`src/rtl/ldpc_dvb_enc_ctrl_mb_if.sv`:
```
// rtl/ldpc_dvb_enc_ctrl_mb_if.sv - buffer/read bus of the multi-bank DVB-S2 LDPC encoder controller
// Carries iabort only when LDPC_DVB_ENC_CTRL_ABORT_EN is defined.
interface ldpc_dvb_enc_ctrl_mb_if #(
  parameter int pBUF_NUM = 2,
  parameter int pCYCLE_W = 8,
  parameter int pROW_W   = 8
);
  localparam int cBANK_W = (pBUF_NUM > 1) ? $clog2(pBUF_NUM) : 1;

  logic [pBUF_NUM-1:0] ibuf_full;
  logic                iobuf_empty;
  logic                obuf_empty;
  logic [cBANK_W-1:0]  obuf_bank;
  logic [pROW_W-1:0]   iused_row;
  logic [pCYCLE_W-1:0] icycle_max_num;
  logic                ostart;
  logic                ip_busy;
  logic                ocycle_read;
  logic [pCYCLE_W-1:0] ocycle_idx;
  logic [cBANK_W-1:0]  ocycle_bank;
  logic                op_read;
  logic                op_sof;
  logic                op_eof;
  logic [pROW_W-1:0]   op_row_idx;
  logic                obusy;
`ifdef LDPC_DVB_ENC_CTRL_ABORT_EN
  logic                iabort;
`endif

  modport master (
`ifdef LDPC_DVB_ENC_CTRL_ABORT_EN
    input  iabort,
`endif
    input  ibuf_full, iobuf_empty, iused_row, icycle_max_num, ip_busy,
    output obuf_empty, obuf_bank, ostart, ocycle_read, ocycle_idx, ocycle_bank,
    output op_read, op_sof, op_eof, op_row_idx, obusy
  );

  modport slave (
`ifdef LDPC_DVB_ENC_CTRL_ABORT_EN
    output iabort,
`endif
    output ibuf_full, iobuf_empty, iused_row, icycle_max_num, ip_busy,
    input  obuf_empty, obuf_bank, ostart, ocycle_read, ocycle_idx, ocycle_bank,
    input  op_read, op_sof, op_eof, op_row_idx, obusy
  );
endinterface

```
`src/rtl/ldpc_dvb_enc_ctrl_mb.sv`:
```
// rtl/ldpc_dvb_enc_ctrl_mb.sv - multi-bank DVB-S2 LDPC encoder main controller (data cycles, then IRA parity rows)
// Define LDPC_DVB_ENC_CTRL_ABORT_EN to add the iabort early-termination path.
module ldpc_dvb_enc_ctrl_mb #(
  parameter int pBUF_NUM = 2,
  parameter int pCYCLE_W = 8,
  parameter int pROW_W   = 8
) (
  input  logic                   iclk,
  input  logic                   ireset,
  input  logic                   iclkena,
  ldpc_dvb_enc_ctrl_mb_if.master bus
);
  localparam int cBANK_W = (pBUF_NUM > 1) ? $clog2(pBUF_NUM) : 1;

  typedef enum logic [2:0] {
    S_RESET, S_WAIT, S_INIT, S_DATA, S_WAIT_DATA, S_DO_P, S_WAIT_DO_P, S_DONE
  } state_t;

  state_t              state, state_nxt;
  logic [cBANK_W-1:0]  ptr;
  logic [pCYCLE_W-1:0] cycle_cnt, cycle_max;
  logic [pROW_W-1:0]   row_cnt, row_max;
  logic                cycle_last, row_last;
  logic                abort_go, release_go;
  logic                start_r, buf_empty_r;

  // Compare against limit-1 so a limit of 1 is legal; a limit of 0 wraps to the full count.
  assign cycle_last = (cycle_cnt == cycle_max - pCYCLE_W'(1));
  assign row_last   = (row_cnt == row_max - pROW_W'(1));

`ifdef LDPC_DVB_ENC_CTRL_ABORT_EN
  assign abort_go = bus.iabort && (state inside {S_INIT, S_DATA, S_WAIT_DATA, S_DO_P});
`else
  assign abort_go = 1'b0;
`endif

  always_comb begin
    state_nxt       = state;
    release_go      = 1'b0;
    bus.ocycle_read = 1'b0;
    bus.op_read     = 1'b0;
    bus.op_sof      = 1'b0;
    bus.op_eof      = 1'b0;
    bus.obusy       = 1'b1;
    case (state)
      S_RESET: begin
        bus.obusy = 1'b0;
        state_nxt = S_WAIT;
      end
      S_WAIT: begin
        bus.obusy = 1'b0;
        if (bus.ibuf_full[ptr] && bus.iobuf_empty) state_nxt = S_INIT;
      end
      S_INIT: state_nxt = S_DATA;
      S_DATA: begin
        bus.ocycle_read = 1'b1;
        if (cycle_last) state_nxt = S_WAIT_DATA;
      end
      S_WAIT_DATA: begin
        if (!bus.ip_busy) begin
          state_nxt  = S_DO_P;
          release_go = 1'b1;
        end
      end
      S_DO_P: begin
        bus.op_read = 1'b1;
        bus.op_sof  = (row_cnt == '0);
        bus.op_eof  = row_last && !abort_go;
        if (row_last) state_nxt = S_WAIT_DO_P;
      end
      S_WAIT_DO_P: state_nxt = S_DONE;
      S_DONE:      state_nxt = S_WAIT;
      default:     state_nxt = S_RESET;
    endcase
    // An abort before the parity phase still has to hand the bank back.
    if (abort_go) begin
      state_nxt  = S_DONE;
      release_go = (state != S_DO_P);
    end
  end

  always_ff @(posedge iclk or posedge ireset) begin
    if (ireset) begin
      state       <= S_RESET;
      ptr         <= '0;
      cycle_cnt   <= '0;
      cycle_max   <= '0;
      row_cnt     <= '0;
      row_max     <= '0;
      start_r     <= 1'b0;
      buf_empty_r <= 1'b0;
    end else begin
      buf_empty_r <= iclkena && release_go;
      if (iclkena) begin
        state   <= state_nxt;
        start_r <= (state == S_INIT);
        case (state)
          S_INIT: begin
            cycle_max <= bus.icycle_max_num;
            row_max   <= bus.iused_row;
            cycle_cnt <= '0;
            row_cnt   <= '0;
          end
          S_DATA:  if (!cycle_last) cycle_cnt <= cycle_cnt + pCYCLE_W'(1);
          S_DO_P:  if (!row_last)   row_cnt   <= row_cnt + pROW_W'(1);
          S_DONE:  ptr <= (ptr == cBANK_W'(pBUF_NUM - 1)) ? '0 : ptr + cBANK_W'(1);
          default: ;
        endcase
      end
    end
  end

  assign bus.ostart      = start_r;
  assign bus.obuf_empty  = buf_empty_r;
  assign bus.obuf_bank   = ptr;
  assign bus.ocycle_bank = ptr;
  assign bus.ocycle_idx  = cycle_cnt;
  assign bus.op_row_idx  = row_cnt;
endmodule

```
`src/flat_wrapper.sv`:
```
// flat-port wrapper written by rule: the top's interface ports become plain ports
module ldpc_dvb_enc_ctrl_mb_flat 
#(
  parameter int pBUF_NUM = 2,
  parameter int pCYCLE_W = 8,
  parameter int pROW_W   = 8
)
  (iclk, ireset, iclkena, bus_ibuf_full, bus_iobuf_empty, bus_iused_row, bus_icycle_max_num, bus_ip_busy, bus_obuf_empty, bus_obuf_bank, bus_ostart, bus_ocycle_read, bus_ocycle_idx, bus_ocycle_bank, bus_op_read, bus_op_sof, bus_op_eof, bus_op_row_idx, bus_obusy);
  ldpc_dvb_enc_ctrl_mb_if #(.pBUF_NUM(pBUF_NUM), .pCYCLE_W(pCYCLE_W), .pROW_W(pROW_W)) bus_i ();
  input  logic iclk;
  input  logic ireset;
  input  logic iclkena;
  input wire logic [$bits(bus_i.ibuf_full)-1:0] bus_ibuf_full;
  input wire logic [$bits(bus_i.iobuf_empty)-1:0] bus_iobuf_empty;
  input wire logic [$bits(bus_i.iused_row)-1:0] bus_iused_row;
  input wire logic [$bits(bus_i.icycle_max_num)-1:0] bus_icycle_max_num;
  input wire logic [$bits(bus_i.ip_busy)-1:0] bus_ip_busy;
  output wire logic [$bits(bus_i.obuf_empty)-1:0] bus_obuf_empty;
  output wire logic [$bits(bus_i.obuf_bank)-1:0] bus_obuf_bank;
  output wire logic [$bits(bus_i.ostart)-1:0] bus_ostart;
  output wire logic [$bits(bus_i.ocycle_read)-1:0] bus_ocycle_read;
  output wire logic [$bits(bus_i.ocycle_idx)-1:0] bus_ocycle_idx;
  output wire logic [$bits(bus_i.ocycle_bank)-1:0] bus_ocycle_bank;
  output wire logic [$bits(bus_i.op_read)-1:0] bus_op_read;
  output wire logic [$bits(bus_i.op_sof)-1:0] bus_op_sof;
  output wire logic [$bits(bus_i.op_eof)-1:0] bus_op_eof;
  output wire logic [$bits(bus_i.op_row_idx)-1:0] bus_op_row_idx;
  output wire logic [$bits(bus_i.obusy)-1:0] bus_obusy;
  assign bus_i.ibuf_full = bus_ibuf_full;
  assign bus_i.iobuf_empty = bus_iobuf_empty;
  assign bus_i.iused_row = bus_iused_row;
  assign bus_i.icycle_max_num = bus_icycle_max_num;
  assign bus_i.ip_busy = bus_ip_busy;
  assign bus_obuf_empty = bus_i.obuf_empty;
  assign bus_obuf_bank = bus_i.obuf_bank;
  assign bus_ostart = bus_i.ostart;
  assign bus_ocycle_read = bus_i.ocycle_read;
  assign bus_ocycle_idx = bus_i.ocycle_idx;
  assign bus_ocycle_bank = bus_i.ocycle_bank;
  assign bus_op_read = bus_i.op_read;
  assign bus_op_sof = bus_i.op_sof;
  assign bus_op_eof = bus_i.op_eof;
  assign bus_op_row_idx = bus_i.op_row_idx;
  assign bus_obusy = bus_i.obusy;
  ldpc_dvb_enc_ctrl_mb #(.pBUF_NUM(pBUF_NUM), .pCYCLE_W(pCYCLE_W), .pROW_W(pROW_W)) u_core (.iclk(iclk), .ireset(ireset), .iclkena(iclkena), .bus(bus_i));
endmodule
```
`config.mk`:
```
export PLATFORM = sky130hd
export DESIGN_NAME = ldpc_dvb_enc_ctrl_mb_flat
export DESIGN_NICKNAME = d
export VERILOG_FILES = /design/src/rtl/ldpc_dvb_enc_ctrl_mb_if.sv /design/src/rtl/ldpc_dvb_enc_ctrl_mb.sv /design/src/flat_wrapper.sv
export SDC_FILE = /design/constraint.sdc
export NUM_CORES = 1
export LEC_CHECK = 0
export BUFFER_PORTS_ARGS = -buffer_cell sky130_fd_sc_hd__clkbuf_2
export CAP_MARGIN = 20
export CELL_PAD_IN_SITES_DETAIL_PLACEMENT = 1
export CELL_PAD_IN_SITES_GLOBAL_PLACEMENT = 2
export CORE_MARGIN = 4
export CORE_UTILIZATION = 35
export CTS_CLUSTER_DIAMETER = 60
export DETAILED_ROUTE_END_ITERATION = 8
export GPL_TIMING_DRIVEN = 0
export PLACE_DENSITY_LB_ADDON = 0.12
export SLEW_MARGIN = 20
export SYNTH_ARGS = -nofsm -noshare
export SYNTH_HDL_FRONTEND = slang
export SYNTH_SLANG_ARGS = --single-unit
```
`constraint.sdc`:
```
create_clock -name iclk -period 7.1 [get_ports iclk]
set_input_delay 0.355 -clock iclk [delete_from_list [all_inputs] [get_ports iclk]]
set_output_delay 0.355 -clock iclk [all_outputs]
set_load 0.02 [all_outputs]
```
# == Word level (Yosys, flattened, before mapping) ==
# Cells that the tools add are included.
# op_classes
addsub,5
multipliers,0
div_mod_pow,0
magnitude_cmp,1
eq_ne,15
n_shift,0
n_mux,19
bitwise_logic,0
n_reduce_logical,13
# op_table
operator,n
$pmux W8 S2,2
$pmux W3 S7,1
$add A8 B1 Y8 const B,2
$eq A8 B8 Y1,2
$mux W8,2
$sub A8 B1 Y8 const B,2
$eq A3 B3 Y1 const B,4
$mux W3,4
$mux W1,10
$logic_not A8 Y1,1
$eq A3 B2 Y1 const B,2
$ne A2 B1 Y1 const B,3
$ne A2 B2 Y1 const B,3
$reduce_and A3 Y1,2
$reduce_and A5 Y1,1
$reduce_and A2 Y1,2
$reduce_bool A2 Y1,2
$reduce_or A2 Y1,2
$eq A3 B1 Y1 const B,1
$logic_not A3 Y1,1
$logic_and A1 B1 Y1,2
$lt A1 B2 Y1 const B,1
$add A1 B1 Y1 const B,1
# word_totals
ff_bits,38
latchBits,0
ram_bits,0
romBits,0
in_bits,23
wordCells,61
n_memories,0

# == Logic depth before layout (Yosys ltp) ==
# Gate-level depths: netlist of run 1.
# logic_depth
depth_word,5
ltp_mapped,9
ltp_nobuf,9

# == Worst setup path before layout of run 1 ==
# No wires, ideal clock.
# synth_path
path_kind,flip-flop to flip-flop
from,register u_core.cycle_max[0]
to,register u_core.state[1]
t_arrival_ps,2357
slack_ps,4618
stages_incl_launch_ff,10
path_cell_list,dfrtp_1 -> inv_1 -> ha_1 -> or3b_1 -> nor4_1 -> o2111ai_1 -> a221oi_2 -> nor2b_1 -> nor3_2 -> mux2_2
# synth_via
elab_chain_len,4
# synth_lines
element,line_no,text
from (decl),ldpc_dvb_enc_ctrl_mb.sv:21,"logic [pCYCLE_W-1:0] cycle_cnt, cycle_max;"
from (signal assigned),ldpc_dvb_enc_ctrl_mb.sv:99,cycle_max <= bus.icycle_max_num;
$sub A8 B1 Y8,ldpc_dvb_enc_ctrl_mb.sv:28,assign cycle_last = (cycle_cnt == cycle_max - pCYCLE_W'(1));
$eq A8 B8 Y1,ldpc_dvb_enc_ctrl_mb.sv:28,
$ne A2 B1 Y1 (no source line),n/a,
$reduce_and A5 Y1 (no source line),n/a,
to (signal assigned),ldpc_dvb_enc_ctrl_mb.sv:95,state <= state_nxt;
to (decl),ldpc_dvb_enc_ctrl_mb.sv:19,"state_t state, state_nxt;"
# Every way passes these cells.
# A chain may end at the register's enable or synchronous reset.

# == Worst setup path in the final report of run 1 ==
# layout_path
from,register u_core.row_max[0]
to,output port bus_op_eof
# layout_via
elab_chain_len,3
# layout_lines
element,line_no,text
from (decl),ldpc_dvb_enc_ctrl_mb.sv:22,"logic [pROW_W-1:0] row_cnt, row_max;"
from (signal assigned),ldpc_dvb_enc_ctrl_mb.sv:100,row_max <= bus.iused_row;
$sub A8 B1 Y8,ldpc_dvb_enc_ctrl_mb.sv:29,assign row_last = (row_cnt == row_max - pROW_W'(1));
$eq A8 B8 Y1,ldpc_dvb_enc_ctrl_mb.sv:29,
$mux W1,ldpc_dvb_enc_ctrl_mb.sv:45,case (state)
to (decl),flat_wrapper.sv:26,output wire logic [$bits(bus_i.op_eof)-1:0] bus_op_eof;
# Every way passes these cells.

==> results of run 1 <==
[logic make-up after synthesis]
group / after synthesis
fa+ha+maj: 9
mux: 17
compound gates: 29
simple gates: 128
xor+xnor: 19
flops: 38
buf+inv: 24
[tightest hold or removal path, cell delays in order]
cell and delay, ns:
clkbuf_2 0.07, nand2_1 0.04, nand2_1 0.04
[worst max-delay path by stage]
stage | slack [ns] | depth (start not counted) | to | start
final | 4.17 | 7 | bus_op_eof | u_core.row_max[0]$_DFFE_PP0P_
after CTS | 4.18 | 7 | bus_op_eof | u_core.row_max[0]$_DFFE_PP0P_
after global placement | 4.33 | 9 | u_core.state[1]$_DFFE_PP0P_ | u_core.cycle_max[0]$_DFFE_PP0P_
after detailed placement | 4.26 | 9 | u_core.state[1]$_DFFE_PP0P_ | u_core.cycle_max[0]$_DFFE_PP0P_
after global routing | 4.01 | 9 | u_core.state[1]$_DFFE_PP0P_ | u_core.cycle_max[0]$_DFFE_PP0P_
after floorplan | 4.62 | 9 | u_core.state[1]$_DFFE_PP0P_ | u_core.cycle_max[0]$_DFFE_PP0P_
[cells in the mapped netlist, types with 2 or more instances]
cell type	n	area, sq um
dfrtp_1	38	951
a21oi_1	3	15.0
nor4_1	2	12.5
nor4b_1	2	17.5
nor2_1	11	41.3
nand3_1	11	55.1
xor2_1	9	78.8
clkbuf_1	6	22.5
nand4_1	8	50.1
nand2b_1	3	18.8
a21o_2	2	17.5
nor3_1	5	25.0
inv_1	15	56.3
mux2i_1	15	150
o21ai_0	7	35.0
ha_1	9	113
nor2b_1	3	18.8
and2_1	3	18.8
nand2_1	65	244
xnor2_1	10	87.6
buf_1	2	7.51
mux2_2	2	22.5
[routing by layer]
layer | global-route usage | share of wire | vias to the layer above | wire [um]
li1 | - | - | 1018 | -
met1 | 0.213 | 0.51 | 977 | 3140
met2 | 0.247 | 0.45 | 28 | 2760
met3 | 0.0333 | 0.027 | 5 | 166
met4 | 0.0383 | 0.0099 | 0 | 61
met5 | 0 | 0 | - | 0
[sequential cells by signal (all words and copies together) (netlist names)]
register / flops
u_core.bus.op_row_idx: 8
u_core.bus.obuf_bank: 1
u_core.bus.ocycle_idx: 8
u_core.bus.obuf_empty: 1
u_core.state: 3
u_core.cycle_max: 8
u_core.bus.ostart: 1
u_core.row_max: 8
[final cells by class]
cell class                      instances  area [sq um]  area share
Multi-Input combinational cell        202          1330       0.472
Sequential cell                        38           951       0.338
Timing Repair Buffer                   49           265      0.0944
Tap cell                               77          96.3      0.0343
Clock buffer                            7          76.3      0.0272
Inverter                               15          56.3      0.0200
Buffer                                  9          37.5      0.0134
[metrics by stage]
step / setup slack (ns) / hold WS (ns) / cells / total power, uW
final: 4.17 / 0.251 / 397 / 1010
after global routing: 4.01 / 0.248 / 397 / 1100
after detailed placement: 4.26 / 0.265 / 389 / 872
after floorplan: 4.62 / 0.460 / 264 / 734
after CTS: 4.18 / 0.248 / 397 / 1020
after global placement: 4.33 / 0.482 / 388 / 858
[power groups by stage]
stage	registers [uW]	logic (uW)	clock network, uW
detailed placement	381	491	0
floorplan	374	360	0
CTS	377	495	148
global route	390	548	157
global placement	377	480	0
finish	376	486	145
[repair_timing]
action / CTS / global route
setup buffers: 0 / 0
hold buffers: 1 / 0
endpoints found under the hold margin: 7 / 0
==> results.md, run 1 <==
Outcome:
- The run finished with clean final reports.

Hold path:
- The path class of the lowest-slack min-delay path is in2reg.
- The endpoint with the worst hold slack is u_core.row_max[4]$_DFFE_PP0P_.
- The worst hold path begins at bus_iused_row[4].
- The worst hold path passes through 3 cells.

Layout:
- The most common cell after layout, fill and taps aside is nand2_1.
- The final core utilization is 0.435.
- The layout-stage area growth over the synthesis result is 18.5%.
- Leaving out fill and tap cells, the most frequent cells in the layout are 65 x nand2_1, 47 x clkbuf_2, 38 x dfrtp_1.
- The final instance area is 2810 sq um.
- The number of antenna diodes in the final layout is 0.
- The fraction of layout instances using a drive strength above 1 is 0.228.
- After filler insertion, the fill cell instance count of the layout stands at 805.
- For this run, the post-layout net count is 352.

CTS:
- The clock passes through at most 2 buffers.
- The number of gates resized after CTS was 0.
- Clock tree synthesis inserted a total of 5 buffers.
- The tree built by TritonCTS fans out to 38 sinks.
- The source-to-sink clock delay at the later pin of the worst-skew pair is 0.29 ns.
- The tree is rooted in a clkbuf_8.
- In this run the number of H-tree levels came out at 2.
- TritonCTS built the clock tree.
- The clock slew seen by the registers of the worst setup and hold paths is 0.08 ns.

Worst setup path:
- Walking the worst path, the cells encountered are inv_1 > ha_1 > nand3_1 > xnor2_1 > a2111oi_2 > and3_2 > clkbuf_2.
- The maximum fanout count along the critical path is 5.
- For this run, the slowest stage of the critical path takes 0.74 ns.
- The worst setup slack for register-to-register paths is 4.28 ns.
- The critical path capture point type is an output pin.
- The critical setup path kind is reg2out.
- The cell type group with the largest total delay on the critical path is compound AO/OA/AOI/OAI gates.
- Data on the critical path is required at its endpoint by 6.74 ns.
- STA classifies the critical path startpoint as a flop.
- The endpoint arrival time on the critical path is 2.57 ns.
- The endpoint of the lowest-slack register-to-register path is u_core.state[1]$_DFFE_PP0P_.
- In this run the critical register-to-register path is launched from u_core.cycle_max[0]$_DFFE_PP0P_.
- The worst register-to-register path has a depth of 9.
- The buffer and inverter count on the worst path is 2.
- For this design, the slowest cell found on the critical path is a2111oi_2.

Global route:
- The via count of the first global-routing pass came to 2049.
- The global-route usage over all layers is 0.155.
- The global route total overflow is 0.
- The initial antenna violation count is 0.
- The global-route wire length before repair is 10.3 mm.
- The maximum number of pins on one net before global-route repair is 32.

STA:
- The minimum clock period after layout is 2.93 ns.
- The setup-violating endpoint count in the final report is 0.
- The max-slew violation count is 0.
- The headroom to the max-slew limit is 0.482.
- Setup repair after global routing left no endpoint under its margin.
- The final critical-path share of the clock period is 0.412.
- The final sum of negative setup slack is 0 ns.
- The final setup skew is 0.00421 ns.
- The actual transition at the worst max-transition pin is 0.776 ns.
- The highest clock rate is 341 MHz.
- The hold violation count in the final report was 0.

Placed design:
- The placer's final routability congestion estimate is 0.789.
- In this run the tool buffered the top-level ports with 47 buffer cells.
- The cell area reported after detailed placement is 2720 sq um.
- The estimated wirelength of the detail-placed design is 4.67 mm.

Synthesis:
- The count of synthesis-stage warnings from yosys is 0.
- Measured against the total synthesized area, the mux share comes to 0.0728.
- The number of different library cells used by synthesis comes to 55.
- Yosys mapped a number of flops with a built-in enable equal to 0.
- By area, the combinational part of the netlist is dominated by simple AND/OR/NAND/NOR gates.
- Of the total synthesized cell area, the portion taken by XOR and XNOR cells is 0.0701.
- The register bit count reported by yosys is 38.
- The share of synthesized flip-flops with an asynchronous set or reset is 1.00.
- The top flip-flop cell by instance count after synthesis is dfrtp_1.
- Of the synthesized area, sequential elements account for 0.401.
- The post-synthesis share of cell area spent on full adders, half adders and majority gates is 0.0475.
- The cell count after synthesis is 264.
- The total standard cell area after synthesis is 2370 sq um.
- When the netlist entered floorplanning its net count stood at 296.
- Each instance of the synthesized netlist takes up on average 8.99 sq um.
- The share of synthesized cell area in and, or, nand and nor gates is 0.267.
- The post-synthesis compound-gate area fraction is 0.102.

Route:
- The wire length per cell is 15.4 um.
- The number of nets with antenna violations after routing is 0.
- For this run, the detailed router's first-pass iteration total came to 4.
- Using the TritonRoute via totals, the vias-per-cell ratio works out to 5.11.
- Detailed routing inserted a total of 2028 vias.
- The DRC violations left is 0.
- The total length of routed wires is 6.13 mm.
- The first routing iteration left 64 violations.

Pwr:
- The internal power of the cells totals 559 uW.
- The share of total power dissipated in sequential elements is 0.373.
- The power density normalized to cell area is 358 nW/um^2.
- The static power due to leakage is 0.00138 uW.
- The share of total power dissipated in combinational logic is 0.482.
- Of the total power, the share spent switching nets is 0.445.
- IR analysis of the VDD net gives a maximum drop of 138 uV.
- In this run the power spent charging and discharging nets is 448 uW.
- The share of total power dissipated in the clock network is 0.144.

Floorplan:
- The number of top-level design ports is 48.
- The number of placement rows is 29.
- Measured along the x axis, the die boundary spans 90.3 um.
- The die is 90.3 um tall.
- The starting density of the core is 0.367.
- In this run the standard cell core region covers 6460 sq um.
- The floorplan step defined a die boundary enclosing 8160 sq um.

Flow run:
- The tool flagged a number of max-cap violations equal to 0.
Note: power is estimated with default switching activity, not from simulation.
==> run 2: changes to the inputs <==
--- a/config.mk
+++ b/config.mk
@@ -10,7 +10,7 @@
 export CELL_PAD_IN_SITES_DETAIL_PLACEMENT = 1
 export CELL_PAD_IN_SITES_GLOBAL_PLACEMENT = 2
 export CORE_MARGIN = 4
-export CORE_UTILIZATION = 35
+export CORE_UTILIZATION = 33
 export CTS_CLUSTER_DIAMETER = 60
 export DETAILED_ROUTE_END_ITERATION = 8
 export GPL_TIMING_DRIVEN = 0
==> constraint.sdc (replaced) <==
create_clock -name iclk -period 3.03 [get_ports iclk]
set_input_delay 0.1515 -clock iclk [delete_from_list [all_inputs] [get_ports iclk]]
set_output_delay 0.1515 -clock iclk [all_outputs]
set_load 0.02 [all_outputs]
==> results.md, run 2 (synthesis results as in run 1) <==
STA:
- The max-slew violation count is 0 (unchanged).
- Static timing analysis puts the maximum clock frequency at 361 MHz.
- The setup-violating endpoint count in the final report is 0 (unchanged).
- The final hold slack is 0.0512 ns (-0.200 ns).
- The minimum clock period after layout is 2.77 ns.
- Setup repair after global routing left no endpoint under its margin.
- The hold violation count in the final report is 0 (unchanged).
- The final sum of negative setup slack is 0 ns (unchanged).
- The final setup skew is 0.00641 ns (+0.00220 ns).
- The actual transition at the worst max-transition pin came to 0.764 ns (-0.0115 ns).
- The headroom to the max-slew limit is 0.490 (+0.00767).
- Dividing the final minimum period by the clock period gives 0.914.

Floorplan:
- The starting density of the core came to 0.343 (-0.0238).
- The area of the die is 8610 sq um (+5.5%).
- The number of placement rows is 30 (+3.4%).
- The number of top-level design ports is 48 (unchanged).
- The width of the chip is 92.8 um (+2.7%).
- The die height is 92.8 um (+2.7%).
- The placeable core region is 6910 sq um (+6.9%).

Placed design:
- The number of cells after detailed placement is 408 (+4.9%).
- The number of port buffers was 47 (unchanged).
- The placer's final routability congestion estimate is 0.786 (-0.34%).
- The estimated wirelength of the detail-placed design was 4.72 mm (+1.2%).

CTS:
- The maximum count of clock buffers along a single path is 2 (unchanged).
- The number of buffers added by the clock tree synthesis step is 5 (unchanged).
- The clock slew seen by the registers of the worst setup and hold paths is 0.08 ns (about the same).
- The total of cells resized after clock tree synthesis is 0 (unchanged).
- The total clock sinks was 38 (unchanged).
- TritonCTS built the clock tree.
- The number of H-tree levels is 2 (unchanged).
- The source-to-sink clock delay at the later pin of the worst-skew pair was 0.29 ns (about the same).
- The clock root buffer is clkbuf_8.

Route:
- The number of violations reported at the end of detailed-routing iteration 0 came to 59 (-7.8%).
- The routed via count is 2050 (+1.1%).
- The number of iterations in the first detailed-routing pass is 4 (unchanged).
- The number of nets with antenna violations after routing is 0 (unchanged).
- The total length of routed wires is 6.22 mm (+1.4%).
- The DRC violations left is 0 (unchanged).
- The ratio of routed vias to standard cells is 4.90 (-4.0%).
- The wire length per cell is 14.9 um (-3.7%).

Pwr:
- The clock network power share came to 0.143 (about the same).
- The share of power burned in combinational logic is 0.488 (+0.006).
- The maximum VDD drop came to 383 uV (+180%).
- The power density normalized to cell area was 832 nW/um^2 (+130%).
- The internal power component is 1320 uW (+140%).
- The switching power as a share of total power was 0.444 (about the same).
- The share of power burned in registers is 0.370 (-0.003).
- The net switching component of the power is 1050 uW (+140%).
- The static power due to leakage is 0.00140 uW (+0.79%).
- The power after layout was 2370 uW (+140%).

Worst setup path:
- Following the worst setup path forward leads to its endpoint at u_core.state[1]$_DFFE_PP0P_.
- The endpoint arrival time on the critical path is 2.94 ns (+0.37 ns).
- The worst setup slack for register-to-register paths is 0.26 ns (-4.02 ns).
- The depth of the most critical reg-to-reg path is 9 (unchanged).
- The kind of start point of the critical path is a flop.
- The endpoint of the lowest-slack register-to-register path is u_core.state[1]$_DFFE_PP0P_.
- The critical setup path kind is reg2reg.
- The worst register-to-register path begins at u_core.cycle_max[0]$_DFFE_PP0P_.
- The critical path goes through inv_1 > ha_1 > or3b_1 > nor4_1 > o2111ai_1 > a221oi_2 > nor2b_1 > nor3_2 > mux2_2.
- The maximum single-stage delay on the critical path is 0.42 ns (-0.32 ns).
- The data required time of the worst path was 3.20 ns (-3.54 ns).
- The maximum fanout count along the critical path is 4 (-1).
- The cell count along the critical path is 9 (+2).
- The cell type group with the largest total delay on the critical path is simple AND/OR/NAND/NOR gates.
- For this design, the slowest cell found on the critical path is dfrtp_1.
- The critical path capture point type is a flop.
- The buffer and inverter count on the worst path is 1 (-1).
- Tracing the worst setup path back leads to its startpoint at u_core.cycle_max[0]$_DFFE_PP0P_.

Global route:
- The maximum number of pins on one net before global-route repair is 29 (-9.4%).
- The initial antenna violation count is 0 (unchanged).
- The global-route usage over all layers came to 0.155 (+0.000458).
- The via count of the first global-routing pass came to 2187 (+6.7%).
- The global-route wire length before repair is 10.8 mm (+4.7%).
- The global route total overflow is 0 (unchanged).

Layout:
- The fraction of layout instances using a drive strength above 1 came to 0.233 (+0.00479).
- The layout-stage area growth over the synthesis result is 20.1%.
- The library cells used most frequently in the layout, excluding fill and tap cells, are 65 x nand2_1, 47 x clkbuf_2, 38 x dfrtp_1.
- The non-filler instance count after layout is 418 (+5.3%).
- The net count reported at finish is 354 (+0.57%).
- The library cell used most frequently in the layout, excluding fill and tap cells, is nand2_1.
- The number of inserted filler cells in the final layout is 854 (+6.1%).
- The antenna diode instance count was 0 (unchanged).

Flow run:
- The number of violations of the max-capacitance limit is 0 (unchanged).

Outcome:
- The flow ran to the end, and the final reports show no timing, DRC or antenna violations.

Hold path:
- The tightest min-delay check is of the in2reg type.
run 2: cell count changes in the layout (fill, tap and decap cells not counted):
cell   before  now
buf_4       1    3
run 2: worst min path at each step:
stage | from | to | slack (ns) | cells past startpoint
global placement | bus_iused_row[3] | u_core.row_max[3]$_DFFE_PP0P_ | 0.34 | 3
global route | bus_icycle_max_num[3] | u_core.cycle_max[3]$_DFFE_PP0P_ | 0.06 | 3
detailed placement | ireset | u_core.bus.obuf_empty$_DFF_PP0_ | 0.11 | 2
CTS | bus_iused_row[4] | u_core.row_max[4]$_DFFE_PP0P_ | 0.04 | 3
floorplan | bus_icycle_max_num[2] | u_core.cycle_max[2]$_DFFE_PP0P_ | 0.26 | 2
finish | bus_iused_row[3] | u_core.row_max[3]$_DFFE_PP0P_ | 0.05 | 3
run 2: routing by layer:
layer / share of wire / up-vias / global-route usage
met1: 0.50 / 991 / 0.215
li1: - / 1018 / -
met4: 0.013 / 0 / 0.0440
met2: 0.45 / 33 / 0.247
met5: 0 / - / 0
met3: 0.037 / 8 / 0.0292
run 2: area by class of cell:
| type | count | area, sq um | share of cell area |
|---|---|---|---|
| sequential | 38 | 951 | 0.334 |
| timing repair buffer | 51 | 280 | 0.0984 |
| clock buffer | 7 | 76.3 | 0.0268 |
| multi-input combinational | 202 | 1330 | 0.466 |
| buffer | 9 | 37.5 | 0.0132 |
| inverter | 15 | 56.3 | 0.0198 |
| tap | 96 | 120 | 0.0422 |
run 2: tightest hold or removal path, delay by kind of cell:
kind / cells / cell delay, ns
buffers and inverters: 1 / 0.08
AND/OR/NAND/NOR: 2 / 0.08
run 2: what timing repair did:
item	4_1_cts	5_1_grt
hold buffers	1	0
endpoints found under the setup margin	0	1
setup buffers	0	2
hold endpoints to repair	10	0
run 2: metrics by stage:
| step | worst slack [ns] | area, sq um | util |
|---|---|---|---|
| 2_1_floorplan | 0.548 | 2370 | - |
| 3_3_place_gp | 0.170 | 2730 | 0.395 |
| 3_5_place_dp | 0.192 | 2750 | 0.398 |
| 4_1_cts | 0.157 | 2830 | 0.410 |
| 5_1_grt | 0.0109 | 2850 | 0.413 |
| 6_report | 0.261 | 2850 | 0.413 |
run 2: power by group through the flow:
stage                     Sequential, uW  Combinational, uW  Clock, uW
final                                876               1160        339
after global routing                 914               1320        372
after global placement               884               1130          0
after detailed placement             892               1160          0
after CTS                            880               1170        355
after floorplan                      876                843          0
==> run 3: changes to the inputs <==
--- a/config.mk
+++ b/config.mk
@@ -6,7 +6,6 @@
 export NUM_CORES = 1
 export LEC_CHECK = 0
 export BUFFER_PORTS_ARGS = -buffer_cell sky130_fd_sc_hd__clkbuf_2
-export CAP_MARGIN = 20
 export CELL_PAD_IN_SITES_DETAIL_PLACEMENT = 1
 export CELL_PAD_IN_SITES_GLOBAL_PLACEMENT = 2
 export CORE_MARGIN = 4
==> constraint.sdc (replaced) <==
create_clock -name iclk -period 2.9 [get_ports iclk]
set_input_delay 0.145 -clock iclk [delete_from_list [all_inputs] [get_ports iclk]]
set_output_delay 0.145 -clock iclk [all_outputs]
set_load 0.02 [all_outputs]
==> results.md, run 3 (synthesis results as in run 1) <==
Outcome:
- The flow ran to the end, and the final reports show no timing, DRC or antenna violations.

Placed design:
- The placer's final routability congestion estimate is 0.786 (unchanged).
- The cell area reported after detailed placement is 2750 sq um (unchanged).
- The pre-CTS worst setup slack was 0.0618 ns (-0.130 ns).
- The estimated wirelength of the detail-placed design came to 4.72 mm (unchanged).
- The number of port buffers came to 47 (unchanged).

Layout:
- The library cells used most frequently in the layout, excluding fill and tap cells, are 65 x nand2_1, 47 x clkbuf_2, 38 x dfrtp_1.
- The antenna diode instance count was 0 (unchanged).
- The fraction of layout instances using a drive strength above 1 is 0.238 (+0.00547).
- The final core utilization is 0.416 (+0.00380).
- The net count reported at finish was 355 (+0.28%).
- The layout-stage area growth over the synthesis result is 21.2%.
- Leaving out fill and tap cells, the most frequent cell in the layout is nand2_1.
- The final instance area was 2880 sq um (+0.92%).

STA:
- The post-layout worst setup margin is 0.185 ns (-0.0755 ns).
- The max-slew violation count came to 0 (unchanged).
- The final setup skew came to 0.00646 ns (+0.0000477 ns).
- The hold violation count in the final report is 0 (unchanged).
- The minimum clock period after layout is 2.71 ns (-0.0545 ns).
- The headroom to the max-slew limit is 0.616 (+0.126).
- The setup-violating endpoint count in the final report came to 0 (unchanged).
- The final critical-path share of the clock period is 0.936 (+0.0222).
- Setup repair after global routing left no endpoint under its margin.
- The highest clock rate was 368 MHz (+2.0%).
- The actual transition at the worst max-transition pin is 0.577 ns (-0.188 ns).
- The final sum of negative setup slack is 0 ns (unchanged).

CTS:
- The maximum count of clock buffers along a single path was 2 (unchanged).
- The number of buffers added by the clock tree synthesis step is 5 (unchanged).
- The number of H-tree levels is 2 (unchanged).
- The total clock sinks is 38 (unchanged).
- The clock root buffer is clkbuf_8.
- The clock slew seen by the registers of the worst setup and hold paths is 0.07 ns (about the same).
- The source-to-sink clock delay at the later pin of the worst-skew pair came to 0.29 ns (about the same).
- TritonCTS built the clock tree.

Worst setup path:
- The worst setup path is launched from a flop.
- In this run the worst setup path terminates at u_core.state[1]$_DFFE_PP0P_.
- Tracing the worst setup path back leads to its startpoint at u_core.cycle_max[0]$_DFFE_PP0P_.
- The endpoint arrival time on the critical path was 2.89 ns (-0.05 ns).
- The worst setup slack for register-to-register paths is 0.19 ns (-0.08 ns).
- The critical setup path kind is reg2reg.
- The critical path capture point type is a flop.
- The endpoint of the lowest-slack register-to-register path is u_core.state[1]$_DFFE_PP0P_.
- The source of the worst register-to-register timing path is u_core.cycle_max[0]$_DFFE_PP0P_.
- The maximum fanout count along the critical path was 4 (unchanged).
- The data required time of the worst path was 3.07 ns (-0.13 ns).
- The depth of the most critical reg-to-reg path was 10 (+1).

Global route:
- The global-route wire length before repair is 10.8 mm (unchanged).
- The via count of the first global-routing pass is 2187 (unchanged).
- The global-route usage over all layers is 0.155 (unchanged).
- The maximum number of pins on one net before global-route repair is 29 (unchanged).
- The initial antenna violation count came to 0 (unchanged).
- The global route total overflow was 0 (unchanged).

Floorplan:
- The starting density of the core is 0.343 (unchanged).
- The placeable core region is 6910 sq um (unchanged).
- The number of placement rows is 30 (unchanged).
- The width of the chip is 92.8 um (unchanged).
- The die height was 92.8 um (unchanged).
- The number of top-level design ports is 48 (unchanged).
- The area of the die is 8610 sq um (unchanged).

Route:
- The DRC violations left is 0 (unchanged).
- The number of nets with antenna violations after routing is 0 (unchanged).
- The routed via count was 2056 (+0.29%).
- The total length of routed wires was 6.29 mm (+1.2%).
- The number of violations reported at the end of detailed-routing iteration 0 is 63 (+6.8%).
- The number of iterations in the first detailed-routing pass was 4 (unchanged).
- The ratio of routed vias to standard cells is 4.91 (about the same).
- The wire length per cell is 15.0 um (+0.98%).

Hold path:
- The worst hold path belongs to the class in2reg.
- The hold-critical path depth came to 3 (unchanged).

Pwr:
- The maximum VDD drop came to 399 uV (+4.1%).
- The static power due to leakage is 0.00140 uW (+0.42%).
- The power density normalized to cell area came to 874 nW/um^2 (+5.1%).

Flow run:
- The number of violations of the max-capacitance limit was 0 (unchanged).
run 3: area by class of cell:
cell class | instances | area, sq um
Timing Repair Buffer | 52 | 288
Clock buffer | 7 | 76.3
Multi-Input combinational cell | 202 | 1350
Fill cell | 851 | 4030
Inverter | 15 | 56.3
Tap cell | 96 | 120
Buffer | 9 | 37.5
Sequential cell | 38 | 951
run 3: routing by layer:
| layer | up-vias | global-route usage | routed length (um) |
|---|---|---|---|
| li1 | 1021 | - | - |
| met1 | 994 | 0.215 | 3160 |
| met3 | 8 | 0.0292 | 230 |
| met4 | 0 | 0.0440 | 80 |
| met5 | - | 0 | 0 |
| met2 | 33 | 0.247 | 2820 |
run 3: timing repair:
item / in CTS / in global routing
buffers inserted: 0 / 3
endpoints found under the setup margin: 0 / 4
hold buffers: 1 / 0
gates resized for setup: 0 / 2
hold endpoints to repair: 10 / 0
run 3: critical path, stage by stage, from the launching register on:
cell       delay (ns)
dfrtp_1          0.42
inv_1            0.11
ha_1             0.19
or3b_1           0.44
nor4_2           0.27
o2111ai_1        0.15
a221oi_2         0.30
nor2b_1          0.10
nor3_2           0.16
buf_4            0.15
mux2_2           0.32
run 3: metrics by stage:
| step | hold WS [ns] | cells | power (uW) |
|---|---|---|---|
| 5_1_grt | 0.0538 | 419 | 2760 |
| 6_report | 0.0455 | 419 | 2510 |
| 3_5_place_dp | 0.101 | 408 | 2140 |
| 3_3_place_gp | 0.335 | 407 | 2100 |
| 4_1_cts | 0.0378 | 416 | 2520 |
| 2_1_floorplan | 0.250 | 264 | 1800 |
run 3: worst min path at each step:
stage | from | to | slack (ns)
final | bus_iused_row[3] | u_core.row_max[3]$_DFFE_PP0P_ | 0.05
after global routing | bus_icycle_max_num[3] | u_core.cycle_max[3]$_DFFE_PP0P_ | 0.05
after CTS | bus_iused_row[4] | u_core.row_max[4]$_DFFE_PP0P_ | 0.04
after detailed placement | ireset | u_core.bus.obuf_empty$_DFF_PP0_ | 0.10
after global placement | bus_iused_row[3] | u_core.row_max[3]$_DFFE_PP0P_ | 0.34
after floorplan | bus_icycle_max_num[2] | u_core.cycle_max[2]$_DFFE_PP0P_ | 0.25
run 3: power breakdown:
group          internal (uW)  leakage, uW  switching (uW)
Clock                    166    0.0000383             187
Combinational            531     0.000866             711
Sequential               693     0.000497             225
